<file path="src/rtl/msf_pkg.sv">
// Shared MSF receive-chain definitions: tick rate, pulse-position landmarks
// (in 10 ms ticks after the falling carrier edge), FSM states and a 3-input
// majority helper. time_date_decoder may import this package as well.
package msf_pkg;

    localparam int unsigned TICK_HZ = 100;

    localparam logic [6:0] POS_A        = 7'd15;
    localparam logic [6:0] POS_B        = 7'd25;
    localparam logic [6:0] POS_MARK     = 7'd45;
    localparam logic [6:0] POS_EMIT     = 7'd50;
    localparam logic [6:0] POS_EDGE_MIN = 7'd95;
    localparam logic [6:0] POS_EDGE_MAX = 7'd105;
    localparam logic [6:0] POS_TIMEOUT  = 7'd106;

    typedef enum logic [1:0] {
        HUNT = 2'd0,
        BIT  = 2'd1,
        GAP  = 2'd2
    } msf_state_e;

    function automatic logic maj3(input logic [2:0] s);
        return (s[0] & s[1]) | (s[0] & s[2]) | (s[1] & s[2]);
    endfunction

endpackage

</file>
<file path="src/rtl/msf_tick_prescaler.sv">
// 10 ms tick generator: divides clk_i by CLK_HZ/TICK_HZ.
// Ports:
//   clk_i  - clock
//   rst_i  - asynchronous active-high reset
//   tick_o - one clk_i cycle high every CLK_HZ/TICK_HZ cycles
module msf_tick_prescaler
    import msf_pkg::*;
#(
    parameter int unsigned CLK_HZ = 10000
) (
    input  logic clk_i,
    input  logic rst_i,
    output logic tick_o
);

    localparam int unsigned DIV = CLK_HZ / TICK_HZ;
    localparam int unsigned CW  = (DIV > 1) ? $clog2(DIV) : 1;
    localparam logic [CW-1:0] LAST = CW'(DIV - 1);

    logic [CW-1:0] cnt_q;

    always_ff @(posedge clk_i or posedge rst_i) begin
        if (rst_i) begin
            cnt_q <= '0;
        end else if (cnt_q == LAST) begin
            cnt_q <= '0;
        end else begin
            cnt_q <= cnt_q + CW'(1);
        end
    end

    assign tick_o = (cnt_q == LAST);

endmodule

</file>
<file path="src/rtl/msf_bit_decoder.sv">
// MSF front end: synchronises and majority-filters the carrier input, times
// each second from its falling carrier edge, classifies the {B,A} bits and
// flags the 500 ms minute marker. One bits_valid_o pulse per second.
// Ports:
//   clk_i               - clock (CLK_HZ)
//   rst_i               - asynchronous active-high reset
//   msf_i               - raw receiver output (1 = carrier, after INVERT_INPUT)
//   bits_valid_o        - 1-cycle pulse, one second classified
//   bits_is_second_00_o - with bits_valid_o: this second is the minute marker
//   bits_data_o         - {B,A}, held until the next bits_valid_o
//   locked_o            - two or more consecutive well-timed seconds
//   error_o             - 1-cycle pulse on a framing error
module msf_bit_decoder
    import msf_pkg::*;
#(
    parameter int unsigned CLK_HZ       = 10000,
    parameter logic        INVERT_INPUT = 1'b0
) (
    input  logic       clk_i,
    input  logic       rst_i,
    input  logic       msf_i,
    output logic       bits_valid_o,
    output logic       bits_is_second_00_o,
    output logic [1:0] bits_data_o,
    output logic       locked_o,
    output logic       error_o
);

    logic tick;

    msf_tick_prescaler #(
        .CLK_HZ(CLK_HZ)
    ) u_prescaler (
        .clk_i (clk_i),
        .rst_i (rst_i),
        .tick_o(tick)
    );

    logic [1:0] sync_q;
    logic [2:0] samp_q, samp_d;
    logic       car_q, car_new, fall, raw;
    msf_state_e state_q, state_d;
    logic [6:0] pos_q, pos_d, pos_inc;
    logic       a_q, a_d, b_q, b_d, off_all_q, off_all_d;
    logic [1:0] good_q, good_d;
    logic       valid_q, valid_d, mark_q, mark_d, err_q, err_d, locked_q, locked_d;
    logic [1:0] data_q, data_d;

    always_comb begin
        raw      = sync_q[1] ^ INVERT_INPUT;
        samp_d   = {samp_q[1:0], raw};
        car_new  = maj3(samp_d);
        fall     = car_q & ~car_new;
        pos_inc  = pos_q + 7'd1;

        state_d   = state_q;
        pos_d     = pos_q;
        a_d       = a_q;
        b_d       = b_q;
        off_all_d = off_all_q;
        good_d    = good_q;
        data_d    = data_q;
        valid_d   = 1'b0;
        mark_d    = 1'b0;
        err_d     = 1'b0;

        if (tick) begin
            case (state_q)
                HUNT: begin
                    if (fall) begin
                        state_d   = BIT;
                        pos_d     = '0;
                        off_all_d = 1'b1;
                    end
                end
                BIT: begin
                    // Falls inside the data window are bit content, not framing.
                    pos_d = pos_inc;
                    if (pos_inc == POS_A) a_d = ~car_new;
                    if (pos_inc == POS_B) b_d = ~car_new;
                    if (pos_inc <= POS_MARK) off_all_d = off_all_q & ~car_new;
                    if (pos_inc == POS_EMIT) begin
                        valid_d = 1'b1;
                        data_d  = {b_q, a_q};
                        mark_d  = off_all_q;
                        state_d = GAP;
                    end
                end
                GAP: begin
                    pos_d = pos_inc;
                    // Timeout is tested first so a fall on that tick still drops to HUNT.
                    if (pos_inc == POS_TIMEOUT) begin
                        err_d   = 1'b1;
                        good_d  = '0;
                        state_d = HUNT;
                    end else if (fall) begin
                        if (pos_inc >= POS_EDGE_MIN && pos_inc <= POS_EDGE_MAX) begin
                            good_d = (good_q == 2'd2) ? 2'd2 : good_q + 2'd1;
                        end else begin
                            err_d  = 1'b1;
                            good_d = '0;
                        end
                        state_d   = BIT;
                        pos_d     = '0;
                        off_all_d = 1'b1;
                    end
                end
                default: state_d = HUNT;
            endcase
        end

        locked_d = (good_d == 2'd2);
    end

    always_ff @(posedge clk_i or posedge rst_i) begin
        if (rst_i) begin
            sync_q    <= '0;
            samp_q    <= '0;
            car_q     <= 1'b0;
            state_q   <= HUNT;
            pos_q     <= '0;
            a_q       <= 1'b0;
            b_q       <= 1'b0;
            off_all_q <= 1'b0;
            good_q    <= '0;
            data_q    <= '0;
            valid_q   <= 1'b0;
            mark_q    <= 1'b0;
            err_q     <= 1'b0;
            locked_q  <= 1'b0;
        end else begin
            sync_q <= {sync_q[0], msf_i};
            if (tick) begin
                samp_q <= samp_d;
                car_q  <= car_new;
            end
            state_q   <= state_d;
            pos_q     <= pos_d;
            a_q       <= a_d;
            b_q       <= b_d;
            off_all_q <= off_all_d;
            good_q    <= good_d;
            data_q    <= data_d;
            valid_q   <= valid_d;
            mark_q    <= mark_d;
            err_q     <= err_d;
            locked_q  <= locked_d;
        end
    end

    assign bits_valid_o        = valid_q;
    assign bits_is_second_00_o = mark_q;
    assign bits_data_o         = data_q;
    assign locked_o            = locked_q;
    assign error_o             = err_q;

endmodule
</file>
<file path="config.mk">
export PLATFORM = sky130hd
export DESIGN_NAME = msf_bit_decoder
export DESIGN_NICKNAME = d
export VERILOG_FILES = /design/src/rtl/msf_pkg.sv /design/src/rtl/msf_tick_prescaler.sv /design/src/rtl/msf_bit_decoder.sv
export SDC_FILE = /design/constraint.sdc
export NUM_CORES = 1
export LEC_CHECK = 0
export CORE_MARGIN = 10
export CORE_UTILIZATION = 40
export CTS_BUF_LIST = sky130_fd_sc_hd__clkbuf_8
export DETAILED_ROUTE_END_ITERATION = 10
export DONT_BUFFER_PORTS = 1
export GPL_TIMING_DRIVEN = 0
export PLACE_DENSITY = 0.63
export RECOVER_POWER = 100
export SYNTH_ARGS = -nofsm -noshare
export SYNTH_HDL_FRONTEND = slang
export SYNTH_SLANG_ARGS = --single-unit
</file>
<file path="constraint.sdc">
create_clock -name clk_i -period 3.4 [get_ports clk_i]
set_input_delay 0.68 -clock clk_i [delete_from_list [all_inputs] [get_ports clk_i]]
set_output_delay 0.68 -clock clk_i [all_outputs]
set_load 0.05 [all_outputs]
</file>
* Word level (Yosys, flattened, before mapping)
Cells that the tools add are included.
** Word-level totals
- Register bits :: 32
- Bits of input ports :: 3
- Logic and storage cells :: 81
** Cells by class
- $add $sub $neg :: 3
- Magnitude comparators :: 3
- Eq/ne operators :: 13
- Muxes and demuxes :: 30
- Bitwise operators :: 8
- Reductions and logical operators :: 9
** Operators with widths (number)
- 7-bit 2-to-1 mux :: 4
- 7-bit case mux with 3 select lines :: 1
- 2-bit 2-to-1 mux :: 9
- 7-bit by 1-bit adder with 7-bit output (second input constant) :: 2
- 7-bit == test (second input constant) :: 2
- 1-bit 2-to-1 mux :: 14
- 3-bit AND reduction :: 4
- 2-bit inequality test (second input constant) :: 4
- 7-bit by 4-bit == test with 1-bit output (second input constant) :: 1
- 7-bit by 5-bit == test with 1-bit output (second input constant) :: 1
- 7-bit by 6-bit == test with 1-bit output (second input constant) :: 1
- 7-bit greater-or-equal comparator (second input constant) :: 1
- 7-bit by 6-bit <= comparator with 1-bit output (second input constant) :: 1
- 7-bit <= comparator (second input constant) :: 1
- 2-bit == test (second input constant) :: 3
- 2-bit case mux with 3 select lines :: 1
- 1-bit AND :: 5
- 4-bit AND reduction :: 1
- 1-bit case mux with 3 select lines :: 1
- 3-bit nonzero test :: 1
- 2-bit by 1-bit adder with 2-bit output (second input constant) :: 1
- 2-bit by 1-bit == test with 1-bit output (second input constant) :: 1
- 2-bit logical NOT :: 1
- 1-bit OR :: 2
- other kinds (3) :: 3

* Longest topological paths before layout
Gate-level depths: netlist of run 1.
- Depth after elaboration :: 10
- Depth in mapped cells :: 10
- Depth with buffers taken out :: 9

* Modules after synthesis
From an unflattened synthesis of run 1, not the netlist that was laid out.
** Unflattened totals
- Cell total of the unflattened synthesis :: 201
- Area, all modules :: 1980.6 µm²
** Modules (own cells, without submodules)
- msf_bit_decoder :: instances 1, cells an instance 171, area an instance 1645.3 µm², seq. area each 625.6 µm²
- msf_tick_prescaler :: instances 1, cells an instance 30, area an instance 335.3 µm², seq. area each 175.2 µm²

* Least setup slack after synthesis of run 1
No wires, ideal clock.
- Path type :: register to register
- From :: register pos_q[1]
- To :: register a_q
- Arrival time :: 2.176 ns
- Data required time :: 3.273 ns
- Slack :: 1.097 ns
- Stages on the path, launching flop included :: 10
- Buffers on the path :: 1
- Clock period less this slack :: 2.303 ns
- Path through :: dfrtp_1 ha_1 buf_4 nand3_1 or2_1 xor2_2 nand2_1 nor3_1 and4bb_1 mux2_1
** On the way
- Longest elaborated chain between the ends :: 3
** Ends and longest elaborated chain
- from (decl) :: RTL line msf_bit_decoder.sv:43 : logic [6:0] pos_q, pos_d, pos_inc;
- from (signal assigned) :: RTL line msf_bit_decoder.sv:138 : pos_q <= pos_d;
- 7-bit by 1-bit adder with 7-bit output :: RTL line msf_bit_decoder.sv:54 : pos_inc = pos_q + 7'd1;
- 7-bit by 4-bit == test with 1-bit output :: RTL line msf_bit_decoder.sv:79 : if (pos_inc == POS_A) a_d = ~car_new;
- 3-bit AND reduction (no line)
- to (signal assigned) :: RTL line msf_bit_decoder.sv:122 : a_q <= 1'b0;
- to (signal assigned) :: RTL line msf_bit_decoder.sv:139 : a_q <= a_d;
- to (decl) :: RTL line msf_bit_decoder.sv:44 : logic a_q, a_d, b_q, b_d, off_all_q, off_all_d;
Every way passes these cells.
A chain may end at the register's enable or synchronous reset.

* Worst setup path after layout of run 1
- From :: register u_prescaler.cnt_q[4]
- To :: register pos_q[3]
** On the way
- Longest elaborated chain between the ends :: 2
** Ends and longest elaborated chain
- from (decl) :: RTL line msf_tick_prescaler.sv:20 : logic [CW-1:0] cnt_q;
- from (signal assigned) :: RTL line msf_tick_prescaler.sv:28 : cnt_q <= cnt_q + CW'(1);
- 7-bit == test :: RTL line msf_tick_prescaler.sv:32 : assign tick_o = (cnt_q == LAST);
- 3-bit AND reduction (no line)
Every way passes these cells.

==> insert_results.sql, run 1 <==
INSERT INTO impl_metrics (metric_group, metric, value, unit) VALUES
('timing', 'slew_violations', '0', ''),
('route', 'vias', '1404', ''),
('yosys', 'netlist.area_leader.share', '42.1', '%'),
('cts', 'tritoncts.num_buffers', '5', ''),
('place', 'gp_congestion', '0.822', ''),
('route', 'drt_iter0_markers', '103', ''),
('yosys', 'number_of_library_cell_types_mapped_by_synthesis', '46', ''),
('finish', 'finalNetCount', '216', ''),
('power', 'max-vdd-ir-drop', '0.216', 'mV'),
('power', 'p_per_area', '372', 'nW/um^2'),
('setup_path', 'critical_path_buf_inv_count', '1', ''),
('power', 'switchingPower', '158', 'uW'),
('power', 'power_frac_seq', '50.5', '%'),
('setup_path', 'critical_path_peak_fanout', '10', ''),
('yosys', 'synth_enable_flop_cells', '0', ''),
('cts', 'cts_repair_resize_count', '0', ''),
('die', 'die_area', '7910', 'um^2'),
('timing', 'setup_violations', '0', ''),
('timing', 'min_period', '2.75', 'ns'),
('yosys', 'synthesis.area_per_instance', '9.70', 'um^2'),
('timing', 'max-slew-margin-rel', '22.8', '%'),
('global_routing', 'grt_use_total', '10.5', '%'),
('yosys', 'synth_seq_area_share', '42.1', '%'),
('min_path', 'worstHoldPathType', 'reg2reg', ''),
('power', 'power_frac_comb', '0.9', '%'),
('global_routing', 'grt_max_degree', '33', ''),
('cts', 'clockRootBuffer', 'sky130_fd_sc_hd__clkbuf_8', ''),
('setup_path', 'r2r_setup_slack', '0.65', 'ns'),
('die', 'floorplan.io_pins', '9', ''),
('finish', 'most-common-layout-cells', 'sky130_fd_sc_hd__dfrtp_1 (32), sky130_fd_sc_hd__nand2_1 (23), sky130_fd_sc_hd__o21ai_0 (13)', ''),
('setup_path', 'cp_top_family', 'simple AND/OR/NAND/NOR gates', ''),
('timing', 'fin_hold_ws', '0.351', 'ns'),
('setup_path', 'setup.worst_path.end_class', 'flop', ''),
('setup_path', 'crit_arrival', '2.95', 'ns'),
('yosys', 'ys_ff_latch', '32', ''),
('yosys', 'synth.area.top_cells', 'sky130_fd_sc_hd__dfrtp_1 (42%), sky130_fd_sc_hd__ha_1 (6.6%), sky130_fd_sc_hd__nand2_1 (4.5%)', ''),
('route', 'detailedRoute.firstPassIterationCount', '4', ''),
('route', 'drt.antenna.violating_nets', '0', ''),
('route', 'finalWirelength', '3630', 'um'),
('die', 'placement_rows', '25', ''),
('power', 'p_leak', '0.000872', 'uW'),
('setup_path', 'critical_path_rt', '3.60', 'ns'),
('cts', 'tritoncts_num_sinks', '32', ''),
('cts', 'cts.reportedPaths.clkPinSlew', '0.07', 'ns'),
('yosys', 'synthesis.instances', '196', ''),
('timing', 'period_share', '80.9', '%'),
('job', 'maxCapViolations', '0', ''),
('route', 'detail_route.drc_violations', '0', ''),
('status', 'outcome', 'completed', ''),
('route', 'mean_number_of_vias_per_cell', '5.44', ''),
('global_routing', 'grt_first_pass_wirelength', '6450', 'um'),
('die', 'initial_core_util', '40.8', '%'),
('setup_path', 'cp_class', 'reg2reg', ''),
('cts', 'clockBufferDepth', '2', ''),
('yosys', 'yosysTopAreaCell', 'sky130_fd_sc_hd__dfrtp_1', ''),
('yosys', 'dominantRegCellSynth', 'sky130_fd_sc_hd__dfrtp_1', ''),
('timing', 'max_slew.worst_pin.slew', '1.16', 'ns'),
('setup_path', 'cp-start-kind', 'flop', ''),
('die', 'core', '4660', 'um^2'),
('finish', 'layout.cells.most_common', 'sky130_fd_sc_hd__dfrtp_1', ''),
('place', 'port_buffers', '0', ''),
('finish', 'num_antenna_cells', '0', ''),
('timing', 'rsz0062_at_grt', 'false', ''),
('global_routing', 'first_global_vias', '1328', ''),
('setup_path', 'crit_chain', 'nor4b_1 -> nor2b_1 -> clkbuf_1 -> nand2b_1 -> a21oi_1 -> nand3_1 -> o311ai_2', ''),
('yosys', 'async_reset_ff_share', '100', '%'),
('timing', 'finalHoldViolCount', '0', ''),
('timing', 'clock_skew', '0.00672', 'ns'),
('setup_path', 'worst_path_max_delay_cell', 'sky130_fd_sc_hd__a21oi_1', ''),
('cts', 'post-cts-setup-buffers', '0', ''),
('power', 'power.clock.fraction', '48.6', '%');
==> Yosys cell counts (2+ instances only) <==
cell type and number:
sky130_fd_sc_hd__o21a_1 3, sky130_fd_sc_hd__nor2_1 11, sky130_fd_sc_hd__inv_1 12, sky130_fd_sc_hd__ha_1 10, sky130_fd_sc_hd__a21oi_1 12, sky130_fd_sc_hd__o22ai_1 2
sky130_fd_sc_hd__nand3_1 12, sky130_fd_sc_hd__and2_1 6, sky130_fd_sc_hd__nand4_1 4, sky130_fd_sc_hd__nor2b_1 4, sky130_fd_sc_hd__and4b_1 2, sky130_fd_sc_hd__nand2_1 23
sky130_fd_sc_hd__nor3_1 4, sky130_fd_sc_hd__mux2_2 3, sky130_fd_sc_hd__or2_1 2, sky130_fd_sc_hd__or3_1 2, sky130_fd_sc_hd__o21ai_0 13, sky130_fd_sc_hd__a31oi_1 3
sky130_fd_sc_hd__and3_1 2, sky130_fd_sc_hd__buf_4 4, sky130_fd_sc_hd__nor4_1 2, sky130_fd_sc_hd__nand2b_1 2, sky130_fd_sc_hd__xnor2_1 4, sky130_fd_sc_hd__dfrtp_1 32
==> cell type report <==
class | count | area [um^2]
fill | 437 | 2630
multi-input combinational | 147 | 971
sequential | 32 | 801
clock buffer | 5 | 68.8
tap | 54 | 67.6
inverter | 12 | 45.0
clock inverter | 3 | 42.5
buffer | 5 | 37.5
==> sequential cells by signal (all words and copies together) (netlist names), 2 cells and up <==
name               count
u_prescaler.cnt_q      7
good_q                 2
pos_q                  7
bits_data_o            2
state_q                2
samp_q                 2
sync_q                 2
==> per-layer routing <==
layer / global-route usage (%) / up-vias / share of wire [%]
met3: 3.28 / 6 / 3.1
met1: 13.2 / 676 / 50
met2: 16.0 / 14 / 44
met5: 0 / - / 0
met4: 5.20 / 0 / 2.3
li1: - / 708 / -
==> path summary, 6_finish.rpt <==
kind,from,endpoint,cells after the start
worst max-delay path,u_prescaler.cnt_q[4]$_DFF_PP0_,pos_q[3]$_DFFE_PP0P_,7
worst min-delay path,sync_q[0]$_DFF_PP0_,sync_q[1]$_DFF_PP0_,0
worst max register to register,u_prescaler.cnt_q[4]$_DFF_PP0_,pos_q[3]$_DFFE_PP0P_,7
worst min register to register,sync_q[0]$_DFF_PP0_,sync_q[1]$_DFF_PP0_,0
max in group asynchronous,rst_i,pos_q[2]$_DFFE_PP0P_,1
min in group asynchronous,rst_i,u_prescaler.cnt_q[0]$_DFF_PP0_,1
==> power groups by stage <==
stage / Sequential (uW) / Clock [uW] / Combinational (uW)
6_report: 382 / 368 / 6.93
4_1_cts: 382 / 377 / 7.89
2_1_floorplan: 389 / 0 / 5.67
5_1_grt: 382 / 398 / 8.65
3_3_place_gp: 389 / 0 / 7.86
3_5_place_dp: 389 / 0 / 8.12
==> through the flow <==
step | area (um^2) | instances | worst slack [ns] | util [%]
2_1_floorplan | 1900 | 196 | 1.10 | -
3_3_place_gp | 1970 | 250 | 0.807 | 42.2
3_5_place_dp | 1970 | 250 | 0.804 | 42.2
4_1_cts | 2080 | 258 | 0.780 | 44.6
5_1_grt | 2030 | 258 | 0.292 | 43.6
6_report | 2030 | 258 | 0.649 | 43.6
==> cells by family after synthesis <==
kind of cell	Yosys count	share of synthesized area [%]
flip-flops	32	42.1
AND/OR/NAND/NOR	82	23.6
multiplexers	4	2.37
AO/OA/AOI/OAI	44	16.2
adder cells (fa/ha/maj)	10	6.58
buffers and inverters	17	4.54
XOR/XNOR	7	4.61
(Power assumes the default switching activity.)
==> run 2: changes to the inputs <==
--- a/config.mk
+++ b/config.mk
@@ -11,7 +11,7 @@
 export DETAILED_ROUTE_END_ITERATION = 10
 export DONT_BUFFER_PORTS = 1
 export GPL_TIMING_DRIVEN = 0
-export PLACE_DENSITY = 0.63
+export PLACE_DENSITY = 0.65
 export RECOVER_POWER = 100
 export SYNTH_ARGS = -nofsm -noshare
 export SYNTH_HDL_FRONTEND = slang
==> constraint.sdc (replaced) <==
create_clock -name clk_i -period 2.45 [get_ports clk_i]
set_input_delay 0.49 -clock clk_i [delete_from_list [all_inputs] [get_ports clk_i]]
set_output_delay 0.49 -clock clk_i [all_outputs]
set_load 0.05 [all_outputs]
==> insert_results.sql, run 2 (synthesis results as in run 1) <==
INSERT INTO impl_metrics (metric_group, metric, value, unit) VALUES
('status', 'outcome', 'completed', ''),
('power', 'max-vdd-ir-drop', '0.403', 'mV'),
('finish', 'largestRegisters', 'pos_q: 7 flops, u_prescaler.cnt_q: 7 flops', ''),
('die', 'chipHeight', '88.9', 'um'),
('cts', 'cts_tree', 'yes', ''),
('finish', 'most-common-layout-cells', 'sky130_fd_sc_hd__dfrtp_1 (31), sky130_fd_sc_hd__nand2_1 (23), sky130_fd_sc_hd__o21ai_0 (13), sky130_fd_sc_hd__inv_1 (12)', ''),
('route', 'drt_iter0_markers', '117', ''),
('global_routing', 'grt.overflow.total', '0', ''),
('route', 'finalWirelength', '3830', 'um'),
('finish', 'register_area', '802', 'um^2'),
('power', 'p_leak', '0.000914', 'uW'),
('timing', 'max-slew-margin-rel', '22.2', '%'),
('setup_path', 'critical_path_buf_inv_count', '1', ''),
('route', 'drt.antenna.violating_nets', '0', ''),
('timing', 'timing.fmax', '433', 'MHz'),
('power', 'p_per_area', '458', 'nW/um^2'),
('route', 'mean_number_of_vias_per_cell', '5.44', ''),
('setup_path', 'worst_path_max_delay_cell', 'sky130_fd_sc_hd__dfrtp_2', ''),
('place', 'gp_congestion', '0.838', ''),
('cts', 'tritoncts.num_buffers', '5', ''),
('global_routing', 'first_global_vias', '1428', ''),
('setup_path', 'cp-start-kind', 'flop', ''),
('finish', 'finalNetCount', '220', ''),
('die', 'die_area', '7910', 'um^2'),
('finish', 'layout.cells.most_common', 'sky130_fd_sc_hd__dfrtp_1', ''),
('route', 'vias', '1421', ''),
('finish', 'area_of_the_multi_input_gates', '1050', 'um^2'),
('route', 'detail_route.drc_violations', '0', ''),
('die', 'initial_core_util', '40.8', '%'),
('global_routing', 'grt_antenna_before_repair', '0', ''),
('timing', 'finalHoldViolCount', '0', ''),
('place', 'placed_area', '1970', 'um^2'),
('timing', 'final_critical_path_setup_slack', '0.139', 'ns'),
('global_routing', 'grt_max_degree', '33', ''),
('die', 'core', '4660', 'um^2'),
('cts', 'clockRootBuffer', 'sky130_fd_sc_hd__clkbuf_8', ''),
('global_routing', 'grt_first_pass_wirelength', '6620', 'um'),
('place', 'post-dp-hpwl', '2720', 'um'),
('timing', 'min_period', '2.31', 'ns'),
('route', 'wire_per_inst', '14.7', 'um'),
('finish', 'final_layout_size_suffix_gt1_share', '17.4', '%'),
('die', 'chipWidth', '88.9', 'um'),
('setup_path', 'cp_class', 'reg2reg', ''),
('timing', 'period_share', '94.3', '%'),
('place', 'port_buffers', '0', ''),
('setup_path', 'cp_top_family', 'simple AND/OR/NAND/NOR gates', ''),
('timing', 'rsz0062_at_grt', 'false', ''),
('place', 'post_place_worst_slack', '-0.163', 'ns'),
('setup_path', 'critical_path_rt', '2.61', 'ns'),
('die', 'placement_rows', '25', ''),
('setup_path', 'crit_arrival', '2.47', 'ns'),
('global_routing', 'grt_use_total', '10.7', '%'),
('cts', 'tritoncts_num_sinks', '32', ''),
('setup_path', 'crit_chain', 'ha_1 -> buf_4 -> nand3_2 -> or2_4 -> xor2_4 -> nand2_1 -> nor3_2 -> and4bb_1 -> mux2_1', ''),
('finish', 'flow.area_growth_from_synthesis', '12.0', '%'),
('cts', 'insertion_delay', '0.28', 'ns'),
('finish', 'layout.filler_cells', '449', ''),
('setup_path', 'setup.worst_path.end_class', 'flop', ''),
('timing', 'setup_violations', '0', ''),
('timing', 'slew_violations', '0', ''),
('setup_path', 'critical_path_peak_fanout', '8', ''),
('die', 'floorplan.io_pins', '9', ''),
('timing', 'max_slew.worst_pin.slew', '1.17', 'ns'),
('cts', 'clockBufferDepth', '2', ''),
('min_path', 'worstHoldPathType', 'in2reg', ''),
('job', 'maxCapViolations', '0', ''),
('setup_path', 'critical_path.max_stage_delay', '0.39', 'ns'),
('route', 'detailedRoute.firstPassIterationCount', '4', ''),
('cts', 'cts.reportedPaths.clkPinSlew', '0.06', 'ns'),
('timing', 'clock_skew', '0.00243', 'ns'),
('finish', 'finish.instance_area', '2130', 'um^2'),
('cts', 'cts-htree-levels', '2', ''),
('finish', 'num_antenna_cells', '0', '');
-- run 2: cell count changes in the layout (fill, tap and decap cells not counted), sizes merged --
cell	change
clkinv	-1
clkbuf	+1
buf	+5
bufinv	-1
clkinvlp	-1
-- run 2: path summary, 6_finish.rpt --
| path | cells after the start | start | to | slack (ns) |
|---|---|---|---|---|
| max | 9 | pos_q[1]$_DFFE_PP0P_ | a_q$_DFFE_PP0P_ | 0.14 |
| min reg2reg | 0 | sync_q[0]$_DFF_PP0_ | sync_q[1]$_DFF_PP0_ | 0.35 |
| min in group asynchronous | 1 | rst_i | samp_q[0]$_DFFE_PP0N_ | 0.41 |
| min | 0 | msf_i | sync_q[0]$_DFF_PP0_ | 0.24 |
| max reg2reg | 9 | pos_q[1]$_DFFE_PP0P_ | a_q$_DFFE_PP0P_ | 0.14 |
| max in group asynchronous | 1 | rst_i | pos_q[1]$_DFFE_PP0P_ | 1.27 |
-- run 2: metrics by stage --
| stage | cells | total power, uW | util [%] | hold slack (ns) | setup TNS (ns) |
|---|---|---|---|---|---|
| floorplan | 196 | 548 | - | 0.331 | 0 |
| global placement | 250 | 551 | 42.2 | 0.334 | -0.302 |
| detailed placement | 250 | 551 | 42.2 | 0.336 | -0.394 |
| CTS | 258 | 984 | 44.7 | 0.231 | 0 |
| global route | 261 | 1010 | 45.7 | 0.224 | 0 |
| finish | 261 | 975 | 45.7 | 0.236 | 0 |
-- run 2: final cells by class --
cell class	count	share of cell area [%]
clock buffer	7	4.52
buffer	5	1.94
multi-input combinational	147	49.2
sequential	32	37.7
timing repair buffer	4	1.41
inverter	12	2.12
tap	54	3.17
-- run 2: report_power, final --
| part | switching (uW) | leakage, uW | internal, uW |
|---|---|---|---|
| sequential | 0.567 | 0.000426 | 530 |
| clock | 185 | 0.0000503 | 250 |
| combinational | 9.54 | 0.000437 | 0.159 |
-- run 2: worst reg2reg max path: stages (launching register included) --
cell and delay (ns):
sky130_fd_sc_hd__dfrtp_2 0.39, sky130_fd_sc_hd__ha_1 0.14, sky130_fd_sc_hd__buf_4 0.15, sky130_fd_sc_hd__nand3_2 0.13
sky130_fd_sc_hd__or2_4 0.30, sky130_fd_sc_hd__xor2_4 0.17, sky130_fd_sc_hd__nand2_1 0.15, sky130_fd_sc_hd__nor3_2 0.21
sky130_fd_sc_hd__and4bb_1 0.23, sky130_fd_sc_hd__mux2_1 0.32
-- run 2: per-layer routing --
| layer | up-vias | global-route usage (%) | wire [um] |
|---|---|---|---|
| met5 | - | 0 | 0 |
| met4 | 0 | 4.91 | 71 |
| met3 | 6 | 2.73 | 149 |
| met2 | 15 | 17.5 | 1810 |
| met1 | 692 | 12.8 | 1800 |
| li1 | 708 | - | - |
-- run 2: repair_timing --
item                                   4_1_cts  5_1_grt
resized for setup                            2        6
endpoints found under the hold margin        0        0
pin swaps                                    0        2
hold buffers                                 0        0
setup endpoints to repair                    4       13
setup buffers                                1        3
==> run 3: changes to the inputs <==
--- a/config.mk
+++ b/config.mk
@@ -5,13 +5,13 @@
 export SDC_FILE = /design/constraint.sdc
 export NUM_CORES = 1
 export LEC_CHECK = 0
-export CORE_MARGIN = 10
+export CORE_MARGIN = 1
 export CORE_UTILIZATION = 40
 export CTS_BUF_LIST = sky130_fd_sc_hd__clkbuf_8
 export DETAILED_ROUTE_END_ITERATION = 10
 export DONT_BUFFER_PORTS = 1
 export GPL_TIMING_DRIVEN = 0
-export PLACE_DENSITY = 0.65
+export PLACE_DENSITY = 0.63
 export RECOVER_POWER = 100
 export SYNTH_ARGS = -nofsm -noshare
 export SYNTH_HDL_FRONTEND = slang
==> constraint.sdc (replaced) <==
create_clock -name clk_i -period 2.4 [get_ports clk_i]
set_input_delay 0.48 -clock clk_i [delete_from_list [all_inputs] [get_ports clk_i]]
set_output_delay 0.48 -clock clk_i [all_outputs]
set_load 0.05 [all_outputs]
==> insert_results.sql, run 3 (synthesis results as in run 1) <==
INSERT INTO impl_metrics (metric_group, metric, value, unit) VALUES
('timing', 'max-slew-margin-rel', '42.4', '%'),
('setup_path', 'setup.worst_path.start', 'pos_q[1]$_DFFE_PP0P_', ''),
('setup_path', 'crit_arrival', '2.46', 'ns'),
('global_routing', 'grt_use_total', '16.2', '%'),
('power', 'p_leak', '0.000930', 'uW'),
('setup_path', 'worst_path_max_delay_cell', 'sky130_fd_sc_hd__dfrtp_2', ''),
('cts', 'insertion_delay', '0.29', 'ns'),
('place', 'gp_congestion', '0.833', ''),
('place', 'post-dp-hpwl', '2520', 'um'),
('timing', 'slew_violations', '0', ''),
('route', 'detailedRoute.firstPassIterationCount', '5', ''),
('global_routing', 'grt.overflow.total', '0', ''),
('global_routing', 'use_met1', '21.8', '%'),
('finish', 'layout.cells.most_common', 'sky130_fd_sc_hd__dfrtp_1', ''),
('finish', 'final_layout_size_suffix_gt1_share', '18.7', '%'),
('global_routing', 'first_global_vias', '1294', ''),
('cts', 'tritoncts.num_buffers', '5', ''),
('setup_path', 'r2r_setup_slack', '0.11', 'ns'),
('timing', 'timing.setup.tns', '0', 'ns'),
('setup_path', 'critical_path.reg2reg.startpoint', 'pos_q[1]$_DFFE_PP0P_', ''),
('route', 'mean_number_of_vias_per_cell', '5.38', ''),
('die', 'core', '4470', 'um^2'),
('finish', 'flow.area_growth_from_synthesis', '14.5', '%'),
('power', 'power_frac_comb', '0.9', '%'),
('route', 'vias', '1405', ''),
('setup_path', 'cp-start-kind', 'flop', ''),
('power', 'power.clock.fraction', '50.8', '%'),
('timing', 'timing.fmax', '437', 'MHz'),
('route', 'detail_route.drc_violations', '0', ''),
('die', 'die_area', '5030', 'um^2'),
('setup_path', 'critical_path_rt', '2.57', 'ns'),
('timing', 'min_period', '2.29', 'ns'),
('die', 'floorplan.io_pins', '9', ''),
('setup_path', 'crit_chain', 'ha_1 -> buf_4 -> nand3_2 -> or2_4 -> xor2_4 -> nand2_2 -> nor3_2 -> mux2_2', ''),
('setup_path', 'crit_end', 'bits_data_o[1]$_DFFE_PP0P_', ''),
('global_routing', 'grt_use_met3', '4.27', '%'),
('route', 'finalWirelength', '3760', 'um'),
('cts', 'cts-htree-levels', '2', ''),
('finish', 'final_core_utilization', '48.6', '%'),
('cts', 'clockRootBuffer', 'sky130_fd_sc_hd__clkbuf_8', ''),
('cts', 'ctsHoldBuffers', '0', ''),
('cts', 'tritoncts_num_sinks', '32', ''),
('finish', 'finalNetCount', '221', ''),
('global_routing', 'grt_antenna_before_repair', '0', ''),
('timing', 'period_share', '95.2', '%'),
('setup_path', 'critical_path_buf_inv_count', '1', ''),
('timing', 'finalHoldViolCount', '0', ''),
('setup_path', 'cp_class', 'reg2reg', ''),
('timing', 'clock_skew', '0.00635', 'ns'),
('timing', 'rsz0062_at_grt', 'false', ''),
('setup_path', 'setup.worst_path.end_class', 'flop', ''),
('global_routing', 'use_met2', '24.0', '%'),
('finish', 'most-common-layout-cells', 'sky130_fd_sc_hd__dfrtp_1 (31), sky130_fd_sc_hd__nand2_1 (22), sky130_fd_sc_hd__o21ai_0 (13), sky130_fd_sc_hd__inv_1 (12)', ''),
('global_routing', 'grt_max_degree', '33', ''),
('min_path', 'worstHoldPathType', 'in2async', ''),
('die', 'chipHeight', '70.9', 'um'),
('power', 'power.internal', '908', 'uW'),
('power', 'p_per_area', '515', 'nW/um^2'),
('route', 'drt_iter0_markers', '44', ''),
('setup_path', 'worst-r2r-cell-count', '8', ''),
('cts', 'cts_tree', 'yes', ''),
('power', 'switching_share', '19.1', '%'),
('power', 'p_total', '1120', 'uW'),
('die', 'initial_core_util', '42.5', '%'),
('cts', 'clockBufferDepth', '2', ''),
('setup_path', 'cp.depth', '8', ''),
('power', 'max-vdd-ir-drop', '0.356', 'mV'),
('setup_path', 'cp_top_family', 'simple AND/OR/NAND/NOR gates', ''),
('power', 'power_frac_seq', '48.3', '%'),
('power', 'switchingPower', '214', 'uW'),
('route', 'drt.antenna.violating_nets', '0', ''),
('global_routing', 'gr-max-usage-layer', 'met2', ''),
('setup_path', 'critical_path_peak_fanout', '8', ''),
('job', 'maxCapViolations', '0', ''),
('timing', 'max_slew.worst_pin.slew', '0.863', 'ns'),
('setup_path', 'reg2reg_capture_point', 'bits_data_o[1]$_DFFE_PP0P_', ''),
('place', 'port_buffers', '0', ''),
('status', 'outcome', 'completed', ''),
('route', 'wire_per_inst', '14.4', 'um'),
('global_routing', 'grt_first_pass_wirelength', '6180', 'um'),
('timing', 'setup_violations', '0', ''),
('setup_path', 'critical_path.max_stage_delay', '0.39', 'ns'),
('finish', 'largestRegisters', 'pos_q: 7 flops, u_prescaler.cnt_q: 7 flops', ''),
('die', 'chipWidth', '70.9', 'um'),
('die', 'placement_rows', '24', ''),
('cts', 'cts.reportedPaths.clkPinSlew', '0.07', 'ns'),
('finish', 'num_antenna_cells', '0', '');
run 3: area by class of cell:
class | instances | area [um^2]
clock buffers | 7 | 96.3
plain buffers | 5 | 41.3
flip-flops and latches | 32 | 802
inverters | 12 | 45.0
well taps | 52 | 65.1
clock inverters | 1 | 30.0
multi-input cells | 147 | 1060
fillers | 414 | 2300
repair buffers | 5 | 33.8
run 3: power by group through the flow:
stage	Sequential [uW]	Clock, uW	Combinational [uW]
finish	542	570	10.5
global route	541	602	13.3
CTS	541	581	11.2
detailed placement	552	0	11.3
global placement	552	0	11.0
floorplan	552	0	8.03
run 3: worst min path at each step:
stage,startpoint,endpoint,slack (ns)
floorplan,sync_q[0]$_DFF_PP0_,sync_q[1]$_DFF_PP0_,0.33
global placement,sync_q[0]$_DFF_PP0_,sync_q[1]$_DFF_PP0_,0.33
detailed placement,sync_q[0]$_DFF_PP0_,sync_q[1]$_DFF_PP0_,0.33
CTS,msf_i,sync_q[0]$_DFF_PP0_,0.21
global route,rst_i,u_prescaler.cnt_q[0]$_DFF_PP0_,0.19
finish,rst_i,u_prescaler.cnt_q[0]$_DFF_PP0_,0.13
run 3: per-stage QoR:
stage	area, um^2	setup WS [ns]	hold WS, ns	cells
floorplan	1900	0.0969	0.331	196
global placement	1970	-0.186	0.332	248
detailed placement	1970	-0.228	0.335	248
CTS	2120	0.0478	0.212	257
global route	2180	0.0162	0.188	261
finish	2180	0.114	0.135	261
run 3: per-layer routing:
metal / share of wire [%] / vias to the layer above / routed length [um]
met1: 50 / 659 / 1870
li1: - / 720 / -
met2: 45 / 19 / 1690
met3: 3.5 / 7 / 130
met5: 0 / - / 0
met4: 1.9 / 0 / 73
run 3: repair_timing:
item,4_1_cts,5_1_grt
resized for setup,5,5
endpoints found under the setup margin,4,9
pin swaps,0,2
setup buffers,1,3
run 3: worst register-to-register path: stages, from the launching register on:
cell,delay [ns]
sky130_fd_sc_hd__dfrtp_2,0.39
sky130_fd_sc_hd__ha_1,0.15
sky130_fd_sc_hd__buf_4,0.15
sky130_fd_sc_hd__nand3_2,0.13
sky130_fd_sc_hd__or2_4,0.30
sky130_fd_sc_hd__xor2_4,0.19
sky130_fd_sc_hd__nand2_2,0.14
sky130_fd_sc_hd__nor3_2,0.34
sky130_fd_sc_hd__mux2_2,0.38
